--- config.mk ---
export PLATFORM = sky130hd
export DESIGN_NAME = c_element_handshake_sequencer
export DESIGN_NICKNAME = d
export VERILOG_FILES = /design/src/rtl/c_element_handshake_sequencer.sv
export SDC_FILE = /design/constraint.sdc
export NUM_CORES = 1
export LEC_CHECK = 0
export ABC_AREA = 1
export CAP_MARGIN = 40
export CORE_ASPECT_RATIO = 1.2
export CORE_MARGIN = 4
export CORE_UTILIZATION = 55
export DETAILED_ROUTE_END_ITERATION = 10
export PLACE_DENSITY_LB_ADDON = 0.2
export SLEW_MARGIN = 0
export SYNTH_ARGS = -nofsm -noshare
export SYNTH_HDL_FRONTEND = slang
export SYNTH_SLANG_ARGS = --single-unit
--- constraint.sdc ---
create_clock -name wb_clk_i -period 3.2 [get_ports wb_clk_i]
set_input_delay 0.32 -clock wb_clk_i [delete_from_list [all_inputs] [get_ports wb_clk_i]]
set_output_delay 0.32 -clock wb_clk_i [all_outputs]
set_load 0.01 [all_outputs]
--- src/rtl/c_element_handshake_sequencer.sv ---
// Synchronous four-phase handshake sequencer that exercises a single Muller C-element.
// Drives the inputs A and B, samples the element output through a 2-flop synchronizer, and counts passes, hold errors and timeouts.
module c_element_handshake_sequencer #(
  parameter int CNT_W   = 16,
  parameter int SETTLE  = 4,
  parameter int TIMEOUT = 255
) (
  input  logic             wb_clk_i,
  input  logic             wb_rst_i,
  input  logic             start_i,
  input  logic             stop_i,
  input  logic [CNT_W-1:0] run_count_i,
  output logic             c_a_o,
  output logic             c_b_o,
  input  logic             c_y_i,
  output logic             busy_o,
  output logic             done_o,
  output logic [CNT_W-1:0] pass_cnt_o,
  output logic [7:0]       err_cnt_o,
  output logic             timeout_o
);

  localparam logic [2:0] ST_IDLE  = 3'd0;
  localparam logic [2:0] ST_A_UP  = 3'd1;
  localparam logic [2:0] ST_B_UP  = 3'd2;
  localparam logic [2:0] ST_A_DN  = 3'd3;
  localparam logic [2:0] ST_B_DN  = 3'd4;
  localparam logic [2:0] ST_DRAIN = 3'd5;
  localparam logic [2:0] ST_DONE  = 3'd6;

  localparam logic [7:0] SETTLE_T  = 8'(SETTLE);
  localparam logic [7:0] TIMEOUT_T = 8'(TIMEOUT);

  logic [2:0]       state;
  logic [2:0]       state_nxt;
  logic [7:0]       tmr;
  logic [CNT_W-1:0] run_cnt;
  logic [CNT_W-1:0] pass_inc_val;
  logic             y_meta;
  logic             y_s;
  logic             tmr_last;
  logic             run_done;
  logic             start_acc;
  logic             pass_inc;
  logic             err_inc;
  logic             tmo_set;

  // Each timed state lasts exactly its load value: the state acts in the cycle where tmr is 1.
  assign tmr_last     = (tmr == 8'd1);
  assign pass_inc_val = pass_cnt_o + CNT_W'(1);
  assign run_done     = (run_cnt != '0) && (pass_inc_val == run_cnt);

  function automatic logic [7:0] tmr_load(input logic [2:0] s);
    case (s)
      ST_A_UP, ST_A_DN:           tmr_load = SETTLE_T;
      ST_B_UP, ST_B_DN, ST_DRAIN: tmr_load = TIMEOUT_T;
      default:                    tmr_load = 8'd0;
    endcase
  endfunction

  always_comb begin
    // NOTE: every signal gets a default before the case so no path leaves one unassigned (no latches).
    state_nxt = state;
    start_acc = 1'b0;
    pass_inc  = 1'b0;
    err_inc   = 1'b0;
    tmo_set   = 1'b0;
    case (state)
      ST_IDLE: begin
        if (start_i) begin
          start_acc = 1'b1;
          state_nxt = ST_A_UP;
        end
      end
      ST_A_UP: begin
        if (stop_i) begin
          state_nxt = ST_DRAIN;
        end else if (tmr_last) begin
          err_inc   = y_s;
          state_nxt = ST_B_UP;
        end
      end
      ST_B_UP: begin
        // A timeout takes priority over a stop that arrives in the same cycle.
        if (tmr_last && !y_s) begin
          tmo_set   = 1'b1;
          state_nxt = ST_DRAIN;
        end else if (stop_i) begin
          state_nxt = ST_DRAIN;
        end else if (y_s) begin
          state_nxt = ST_A_DN;
        end
      end
      ST_A_DN: begin
        if (stop_i) begin
          state_nxt = ST_DRAIN;
        end else if (tmr_last) begin
          err_inc   = !y_s;
          state_nxt = ST_B_DN;
        end
      end
      ST_B_DN: begin
        if (!y_s) begin
          pass_inc  = 1'b1;
          state_nxt = (run_done || stop_i) ? ST_DONE : ST_A_UP;
        end else if (tmr_last) begin
          tmo_set   = 1'b1;
          state_nxt = ST_DRAIN;
        end else if (stop_i) begin
          state_nxt = ST_DRAIN;
        end
      end
      ST_DRAIN: begin
        if (!y_s) begin
          state_nxt = ST_DONE;
        end else if (tmr_last) begin
          tmo_set   = 1'b1;
          state_nxt = ST_DONE;
        end
      end
      ST_DONE: state_nxt = ST_IDLE;
      default: state_nxt = ST_IDLE;
    endcase
  end

  // c_y_i is asynchronous; only the second flop is ever observed by the control logic.
  always_ff @(posedge wb_clk_i) begin
    if (wb_rst_i) begin
      y_meta <= 1'b0;
      y_s    <= 1'b0;
    end else begin
      // NOTE: sequential state uses non-blocking assignments so every flop samples pre-edge values.
      y_meta <= c_y_i;
      y_s    <= y_meta;
    end
  end

  always_ff @(posedge wb_clk_i) begin
    if (wb_rst_i) begin
      state      <= ST_IDLE;
      tmr        <= 8'd0;
      run_cnt    <= '0;
      c_a_o      <= 1'b0;
      c_b_o      <= 1'b0;
      busy_o     <= 1'b0;
      done_o     <= 1'b0;
      pass_cnt_o <= '0;
      err_cnt_o  <= 8'd0;
      timeout_o  <= 1'b0;
    end else begin
      state <= state_nxt;
      if (state_nxt != state) begin
        tmr <= tmr_load(state_nxt);
      end else if (tmr != 8'd0) begin
        tmr <= tmr - 8'd1;
      end

      // Outputs are decoded from the next state so they line up with the state they belong to.
      c_a_o  <= (state_nxt == ST_A_UP) || (state_nxt == ST_B_UP);
      c_b_o  <= (state_nxt == ST_B_UP) || (state_nxt == ST_A_DN);
      busy_o <= (state_nxt != ST_IDLE);
      done_o <= (state_nxt == ST_DONE);

      if (start_acc) begin
        run_cnt    <= run_count_i;
        pass_cnt_o <= '0;
        err_cnt_o  <= 8'd0;
        timeout_o  <= 1'b0;
      end else begin
        if (pass_inc) begin
          pass_cnt_o <= pass_inc_val;
        end
        if (err_inc && (err_cnt_o != 8'hFF)) begin
          err_cnt_o <= err_cnt_o + 8'd1;
        end
        if (tmo_set) begin
          timeout_o <= 1'b1;
        end
      end
    end
  end

endmodule
Word level (Yosys, flattened, before mapping)
Index checks and enable logic that the tools add are counted.

Output and inout bits: 29. Input port bits: 21. Logic and storage cells: 77. Register bits: 58.

Reductions and logical operators: 16. Equal/unequal tests: 15. Multiplexer cells: 31. Add/sub/neg operators: 3.

Operators by type and width (number): 3-bit two-way mux (14); 3-bit one-hot mux with 6 select lines (1); 16-bit by 1-bit adder with 16-bit output, second input constant (1); 16-bit equality test (1); 8-bit two-way mux (2); 8-bit one-hot mux with 2 select lines (1); 16-bit nonzero test (1); 3-bit equality test, second input constant (5); 3-bit by 2-bit equality test with 1-bit output, second input constant (4); 1-bit two-way mux (11); 8-bit by 1-bit adder with 8-bit output, second input constant (1); 8-bit by 1-bit equality test with 1-bit output, second input constant (1); 8-bit != test, second input constant (1); 8-bit nonzero test (1); 8-bit by 1-bit subtractor with 8-bit output, second input constant (1); 3-bit by 1-bit equality test with 1-bit output, second input constant (2); 2-bit OR reduction (3); 1-bit one-hot mux with 2 select lines (2); 1-bit logical AND (3); 3-bit logical NOT (1); 1-bit logical OR (3); 3-bit != test (1); 3-bit nonzero test (1); 3-bit OR reduction (1); other kinds (2) (2).

Depth between registers and ports, before layout
Depth in word-level cells: 11. Gate-level depth with buffers: 23. Mapped depth without buffers: 23.

Worst setup path after synthesis
Ideal clock, no wire load.

Path type: reg-to-reg. Start: reg pass_cnt_o[0]. End: reg tmr[5]. Period minus slack after synthesis: 2370 ps. Cell stages (with the launch flop): 23. Data arrival time: 2257 ps. Path buffers: 0. Library setup time: 113 ps. Setup slack: 830 ps. Required time: 3087 ps. Cell sequence: dfxtp_1 ha_1 nand2_2 nor2_4 nand3_1 nand2_1 nand2_1 nand2_1 nand2_1 nor2_1 nand2_1 nor2_1 nand2_1 nand2_2 nand2_1 nand2_2 nand3_2 nand2_4 nand3_4 nand2_4 nand2_1 nor2_1 nor2_1.

Longest elaborated chain between the ends: 11. Elaborated cells on any way between the ends: 18. Classes of those cells: 1 x add/sub; 7 x eq/ne; 5 x mux; 5 x reduce/logical.

RTL lines: from (decl) (RTL line 18) `output logic [CNT_W-1:0] pass_cnt_o,`; from (signal assigned) (RTL line 171) `pass_cnt_o <= pass_inc_val;`; 16-bit by 1-bit adder with 16-bit output * (RTL line 50) `assign pass_inc_val = pass_cnt_o + CNT_W'(1);`; 16-bit equality test * (RTL line 51) `assign run_done = (run_cnt != '0) && (pass_inc_val == run_cnt);`; 1-bit logical AND * (RTL line 51); 1-bit logical OR * (RTL line 105) `state_nxt = (run_done || stop_i) ? ST_DONE : ST_A_UP;`; 3-bit two-way mux * (RTL line 105); 3-bit two-way mux * (RTL line 103) `if (!y_s) begin`; 3-bit one-hot mux with 6 select lines * (RTL line 68) `case (state)`; 3-bit by 2-bit equality test with 1-bit output (tied with other cells) (RTL line 54) `case (s)`; 3-bit OR reduction / 2-bit OR reduction (equally long branches) (RTL line 54); 8-bit one-hot mux with 2 select lines (RTL line 54); 8-bit two-way mux (RTL line 152) `if (state_nxt != state) begin`; to (signal assigned) (RTL line 153) `tmr <= tmr_load(state_nxt);`; to (signal assigned) (RTL line 155) `tmr <= tmr - 8'd1;`; to (decl) (RTL line 36) `logic [7:0] tmr;`.

Mark *: on every way between the ends. The rest lies on a longest branch, timed or not. A chain may end at the register's enable or synchronous reset.

Final worst setup path
Same ends and word-level chain as after synthesis.

==> metrics.yaml <==
worstPathCellList: "ha_1 -> nand2_2 -> nor2_4 -> nand3_1 -> nand2_1 -> nand2_1 -> nand2_1 -> nand2_1 -> nor2_1 -> nand2_1 -> nor2_1 -> nand2_1 -> nand2_2 -> nand2_1 -> nand2_2 -> nand3_2 -> nand2_4 -> nand3_4 -> nand2_4 -> nand2_1 -> nor2_1 -> nor2_1"
clkSinkCount: 58
track_usage_pct: 24.9
slew_viol_final: 0
firstDrtPassIters: 6
critPathKind: "reg -> reg"
rsz0062_at_grt: "no"
synthToLayoutAreaGrowth_pct: 24.2
ir_drop_uv: 517
hold_class: "reg -> reg"
cts_inserted_buffers: 9
setup_viol: 0
synth_top_area_share_pct: 34.0
overflow: 0
critPathLaunchType: "flip-flop"
fillers: 515
clk_path_buf_depth: 2
yosys.area_share.simple_pct: 36.6
synth_seq_cells: 58
ff_latch_area_um2: 1160
period_needed_ns: 2.73
die_w_um: 79.9
power_density_nw_per_um2: 667
start_util_pct: 56.7
synth_ff_type: "dfxtp_1"
cp_slowest_cell: "dfxtp_1"
drc: 0
place_hpwl_mm: 6.55
postCtsSetupBuffers: 0
post_cts_resized: 0
critPathMaxStageDelay_ns: 0.44
synth.distinct_cells: 38
synthAdderAreaFrac_pct: 1.47
synth_warnings: 0
combPwrFrac_pct: 36.5
p_leak_nw: 1.86
num_vias: 3503
drive_gt1_share_pct: 8.93
grt_max_degree: 30
p_int_w: 0.00180
port-buffer-count: 49
die_h_um: 94.3
p_clk_share_pct: 30.5
slew_headroom_pct: 60.3
cts_tree: "built"
finalHoldViolCount: 0
p_sw_share_pct: 36.4
gp_congestion: 0.914
synth_top_area_cell: "dfxtp_1"
yosys.cell_count.top_type: "nand2_1"
grt_pass1_wl_mm: 14.8
status: "complete, no violations"
p_switching_w: 0.00103
multi_input_area_um2: 1900
synth_top_family_by_area: "simple AND/OR/NAND/NOR gates"
cts_htree_levels: 3
detail_route.wl_per_cell_um: 13.2
seq_power_share_pct: 33.0
grt_pass1_vias: 3334
ctsRootBufferMaster: "clkbuf_8"
die_area_um2: 7530
placementRows: 31
fin_skew_ns: 0.0107
yosys-top-cells-area: "dfxtp_1, nand2_1, inv_1"
cts_hold_buf: 0
total_power_w: 0.00282
synth-edff-count: 0
synth_compound_area_share_pct: 14.4
timing.fmax_ghz: 0.367
antenna_found_initial: 0
syn_area_per_cell_um2: 6.64
drt-total-wl_mm: 8.60
ys_seq_area_share_pct: 34.0
syn_nets: 539
worstMarginPinSlew_ns: 0.595
top_level_ports: 50
drtIter0Drc: 265
finalCritPeriodShare_pct: 85.2
crit_path_frequent_cell: "nand2_1"
synth_commonest_cells: "nand2_1, inv_1, nor2_1"
cap_violations: 0
async_reset_ff_share_pct: 0
clk_transition_reported_paths_ns: 0.07
cp.required_ns: 3.43
num_antenna_cells: 0
syn-instance-count: 514
cp-end-kind: "flip-flop"
syn_area_um2: 3410
synthMuxAreaShare_pct: 0
nNetsFinal: 591
core_um2: 6010
avgViaCountPerCell: 5.36
clk_latency_ns: 0.35
arrival_ns: 2.96
setup_tns_ns: 0
ant_nets: 0
crit_fanout: 7
synth_xor_area_share_pct: 3.37
[critical path, delay by kind of cell (launching register included)]
kind,cells,cell delay (ns)
and+or+nand+nor,21,1.92
adders and majority gates,1,0.26
DFF,1,0.44
[final timing paths]
check / slack, ns / depth (start not counted) / endpoint / start
worst max-delay path: 0.47 / 22 / tmr[5]$_SDFFE_PP0P_ / pass_cnt_o[0]$_SDFFE_PP0P_
worst min-delay path: 0.40 / 2 / y_s$_SDFF_PP0_ / y_meta$_SDFF_PP0_
worst max register to register: 0.47 / 22 / tmr[5]$_SDFFE_PP0P_ / pass_cnt_o[0]$_SDFFE_PP0P_
worst min register to register: 0.40 / 2 / y_s$_SDFF_PP0_ / y_meta$_SDFF_PP0_
[cells in the final DEF (no fill, tap or decap), types with 2 or more instances in the layout]
cell type and instances:
clkbuf_8 11, nor2_1 59, o21bai_1 4, nand3_2 2
clkdlybuf4s50_1 49, nand2_1 109, nand2_4 4, clkinv_2 3
a21oi_1 36, nor3_1 4, o211ai_1 8, xnor2_1 5
nor2_2 3, nor2_4 5, bufinv_16 3, ha_1 4
nand3_1 47, inv_1 76, o21a_1 2, o21ai_0 30
xnor3_1 2, nand2_2 11, dfxtp_1 58, nand4_1 15
buf_4 3, xor2_1 3
[logic make-up (layout without fill, tap and decap cells)]
| family | after synthesis | count (layout) |
|---|---|---|
| simple gates | 264 | 264 |
| buf+inv | 91 | 148 |
| compound gates | 87 | 87 |
| flops | 58 | 58 |
| xor+xnor | 10 | 10 |
| fa+ha+maj | 4 | 4 |
[layout make-up]
cell class / instances / area share [%]
inverters: 80 / 7.18
repair buffers: 52 / 12.1
clock inverters: 5 / 2.36
well taps: 82 / 2.42
multi-input cells: 365 / 44.9
clock buffers: 11 / 3.57
flip-flops and latches: 58 / 27.4
[metrics by stage]
stage,instances,utilization (%),area [µm²],setup WS (ns),hold WS (ns)
after global routing,653,70.5,4240,0.160,0.427
after detailed placement,637,66.3,3990,0.526,0.402
after global placement,637,66.3,3990,0.639,0.394
after floorplan,514,-,3410,0.830,0.388
after CTS,653,70.5,4240,0.492,0.413
final,653,70.5,4240,0.473,0.401
[state kept, by name, summed over array words and instances, names as in the netlist, 3 cells and up]
| name | flops |
|---|---|
| err_cnt_o | 8 |
| run_cnt | 16 |
| tmr | 8 |
| pass_cnt_o | 16 |
| state | 3 |
[layer usage]
layer  GRT usage (%)  up-vias  part of all wire, %
met3            5.09       25                  4.7
met4            12.8        0                  3.3
li1                -     1777                    -
met1            28.8     1595                   42
met2            42.7      106                   50
met5               0        -                    0
[power by group through the flow]
stage               logic, W  clock network [W]  registers (W)
floorplan           0.000765                  0       0.000931
global placement     0.00101                  0       0.000942
detailed placement   0.00102                  0       0.000944
CTS                  0.00103           0.000866       0.000928
global route         0.00116           0.000900       0.000946
finish               0.00103           0.000862       0.000931
(Power assumes the default switching activity.)
==> edit: new RTL, same settings <==
Reset style: asynchronous (`wb_rst_i`), changed in 2 clocked blocks.
--- a/src/rtl/c_element_handshake_sequencer.sv
+++ b/src/rtl/c_element_handshake_sequencer.sv
@@ -124,7 +124,7 @@
   end
 
   // c_y_i is asynchronous; only the second flop is ever observed by the control logic.
-  always_ff @(posedge wb_clk_i) begin
+  always_ff @(posedge wb_clk_i or posedge wb_rst_i) begin
     if (wb_rst_i) begin
       y_meta <= 1'b0;
       y_s    <= 1'b0;
@@ -135,7 +135,7 @@
     end
   end
 
-  always_ff @(posedge wb_clk_i) begin
+  always_ff @(posedge wb_clk_i or posedge wb_rst_i) begin
     if (wb_rst_i) begin
       state      <= ST_IDLE;
       tmr        <= 8'd0;
Check against the original RTL: differs if wb_rst_i is asserted again (counterexample within 4 cycles, from zero or initial values and one cycle with wb_rst_i high); with wb_rst_i held inactive, the same outputs for 10 cycles.
==> edit against the unedited design <==
- sequential cell count stayed put
- power is 24% higher
- final cell count is 6.3% lower
- combinational power is 56% higher
- worst setup slack worse by 0.12 ns
- non-clock buffer count is 2 higher
- critical path depth stayed put
- via count is 4.9% lower
- area after synthesis is 1.2% higher
- routed wire length is 3.0% higher
- sequential share of layout area is 6.5 points higher
- design area is 0.95% higher
- critical endpoint is now tmr[0]
- largest power group unchanged
- highest routed layer unchanged
==> edit: results (changes against the unedited design) <==
* Status: finished, final reports clean
* Iteration-0 DRC Markers at 224 (-15%)
* Vias in the first global route at 3276 (-1.7%)
* Hold Slack at 0.242 ns (-0.159 ns)
* DR WL/cell at 14.5 um (+9.9%)
* Hold buffers post-CTS at 0 (unchanged)
* Gr usage total at 0.252 (+0.00336)
* Antenna violations before repair at 0 (unchanged)
* Maximum clock insertion buffer count at 2 (unchanged)
* Leakage power at 1.92 nW (+3.3%)
* NumNets Final at 550 (-6.9%)
* Worst path slowest cell: dfrtp_1
* WP data arrival at 3.08 ns (+0.12 ns)
* HP Class: input port to asynchronous set/reset pin
* Cell Int Power at 2.02 mW (+13%)
* Placed cells at 596 (-6.4%)
* Drt pass-1 iters at 5 (-1)
* Vias at 3333 (-4.9%)
* Slew @ Worst Pin at 0.617 ns (+0.0221 ns)
* Maximum VDD drop at 0.588 mV (+14%)
* Final WL at 8870 um (+3.0%)
* Sequential-to-total area share from yosys stat at 0.420 (+0.0799)
* Clock skew at 0.00504 ns (-0.00561 ns)
* Ys flop type: dfrtp_1
* Distinct cells, synth at 31 (-18%)
* Final HPWL DP at 6390 um (-2.4%)
* RR Endpoint: tmr[0]
* FF-to-FF setup slack at 0.35 ns (-0.12 ns)
* Largest net degree at the start of global routing at 32 (+6.7%)
* Critical-path maximum fanout at 10 (+3)
* Pre-CTS setup slack at 0.405 ns (-0.121 ns)
* Cells after Synth at 467 (-9.1%)
* Gpl congestion at 0.872 (-4.5%)
* First-pass GRT wire length at 14800 um (+0.56%)
* Fill count at 484 (-6.0%)
* Origin of the critical flop-to-flop path: pass_cnt_o[0]
* Synth top area cells: dfrtp_1, nand2_1, inv_1, nand3_1, nor2_1
* Layout cells sized above 1 at 0.0906 (+0.00125)
* Post-synth ARST share at 1.00 (+1.00)
* Commonest cells in the netlist: nand2_1, inv_1, dfrtp_1, nand3_1, nor2_1
* Mapped Nets at 492 (-8.7%)
* Max stage delay on crit path at 0.46 ns (+0.02 ns)
==> edit: worst max-delay path by stage <==
stage / start / endpoint / slack, ns / depth (start not counted)
floorplan: pass_cnt_o[0] / tmr[0] / 0.70 / 24
global placement: pass_cnt_o[0] / tmr[1] / 0.54 / 24
detailed placement: pass_cnt_o[0] / tmr[0] / 0.41 / 22
CTS: pass_cnt_o[0] / tmr[0] / 0.36 / 22
global route: pass_cnt_o[0] / tmr[1] / 0.01 / 24
finish: pass_cnt_o[0] / tmr[0] / 0.35 / 22
==> edit: cell type report <==
cell class                      count  share of cell area
Tap cell                           82              0.0240
Clock buffer                       11              0.0331
Inverter                           65              0.0573
Timing Repair Buffer               54               0.123
Clock inverter                      5              0.0181
Sequential cell                    58               0.339
Multi-Input combinational cell    337               0.405
==> edit: cell families after synthesis <==
kind of cell             synth area share
AO/OA/AOI/OAI                       0.110
XOR/XNOR                           0.0384
adder cells (fa/ha/maj)            0.0145
buffers and inverters              0.0786
flip-flops                          0.420
AND/OR/NAND/NOR                     0.338
==> edit: routing by layer <==
| metal | up-vias | global-route usage | wire (um) |
|---|---|---|---|
| met2 | 104 | 0.455 | 4680 |
| met1 | 1573 | 0.290 | 3580 |
| li1 | 1641 | - | - |
| met4 | 0 | 0.0972 | 153 |
| met5 | - | 0 | 0 |
| met3 | 15 | 0.0515 | 451 |
==> edit: power by group through the flow <==
stage               clock network, mW  registers, mW  logic (mW)
floorplan                           0           1.10        1.19
global placement                    0           1.13        1.55
detailed placement                  0           1.13        1.59
CTS                             0.772           1.13        1.60
global route                    0.801           1.16        1.82
finish                          0.760           1.13        1.61
==> edit: through the flow <==
step,area [sq um],util
after floorplan,3450,-
after global placement,4060,0.671
after detailed placement,4060,0.671
after CTS,4280,0.707
after global routing,4280,0.707
final,4280,0.707
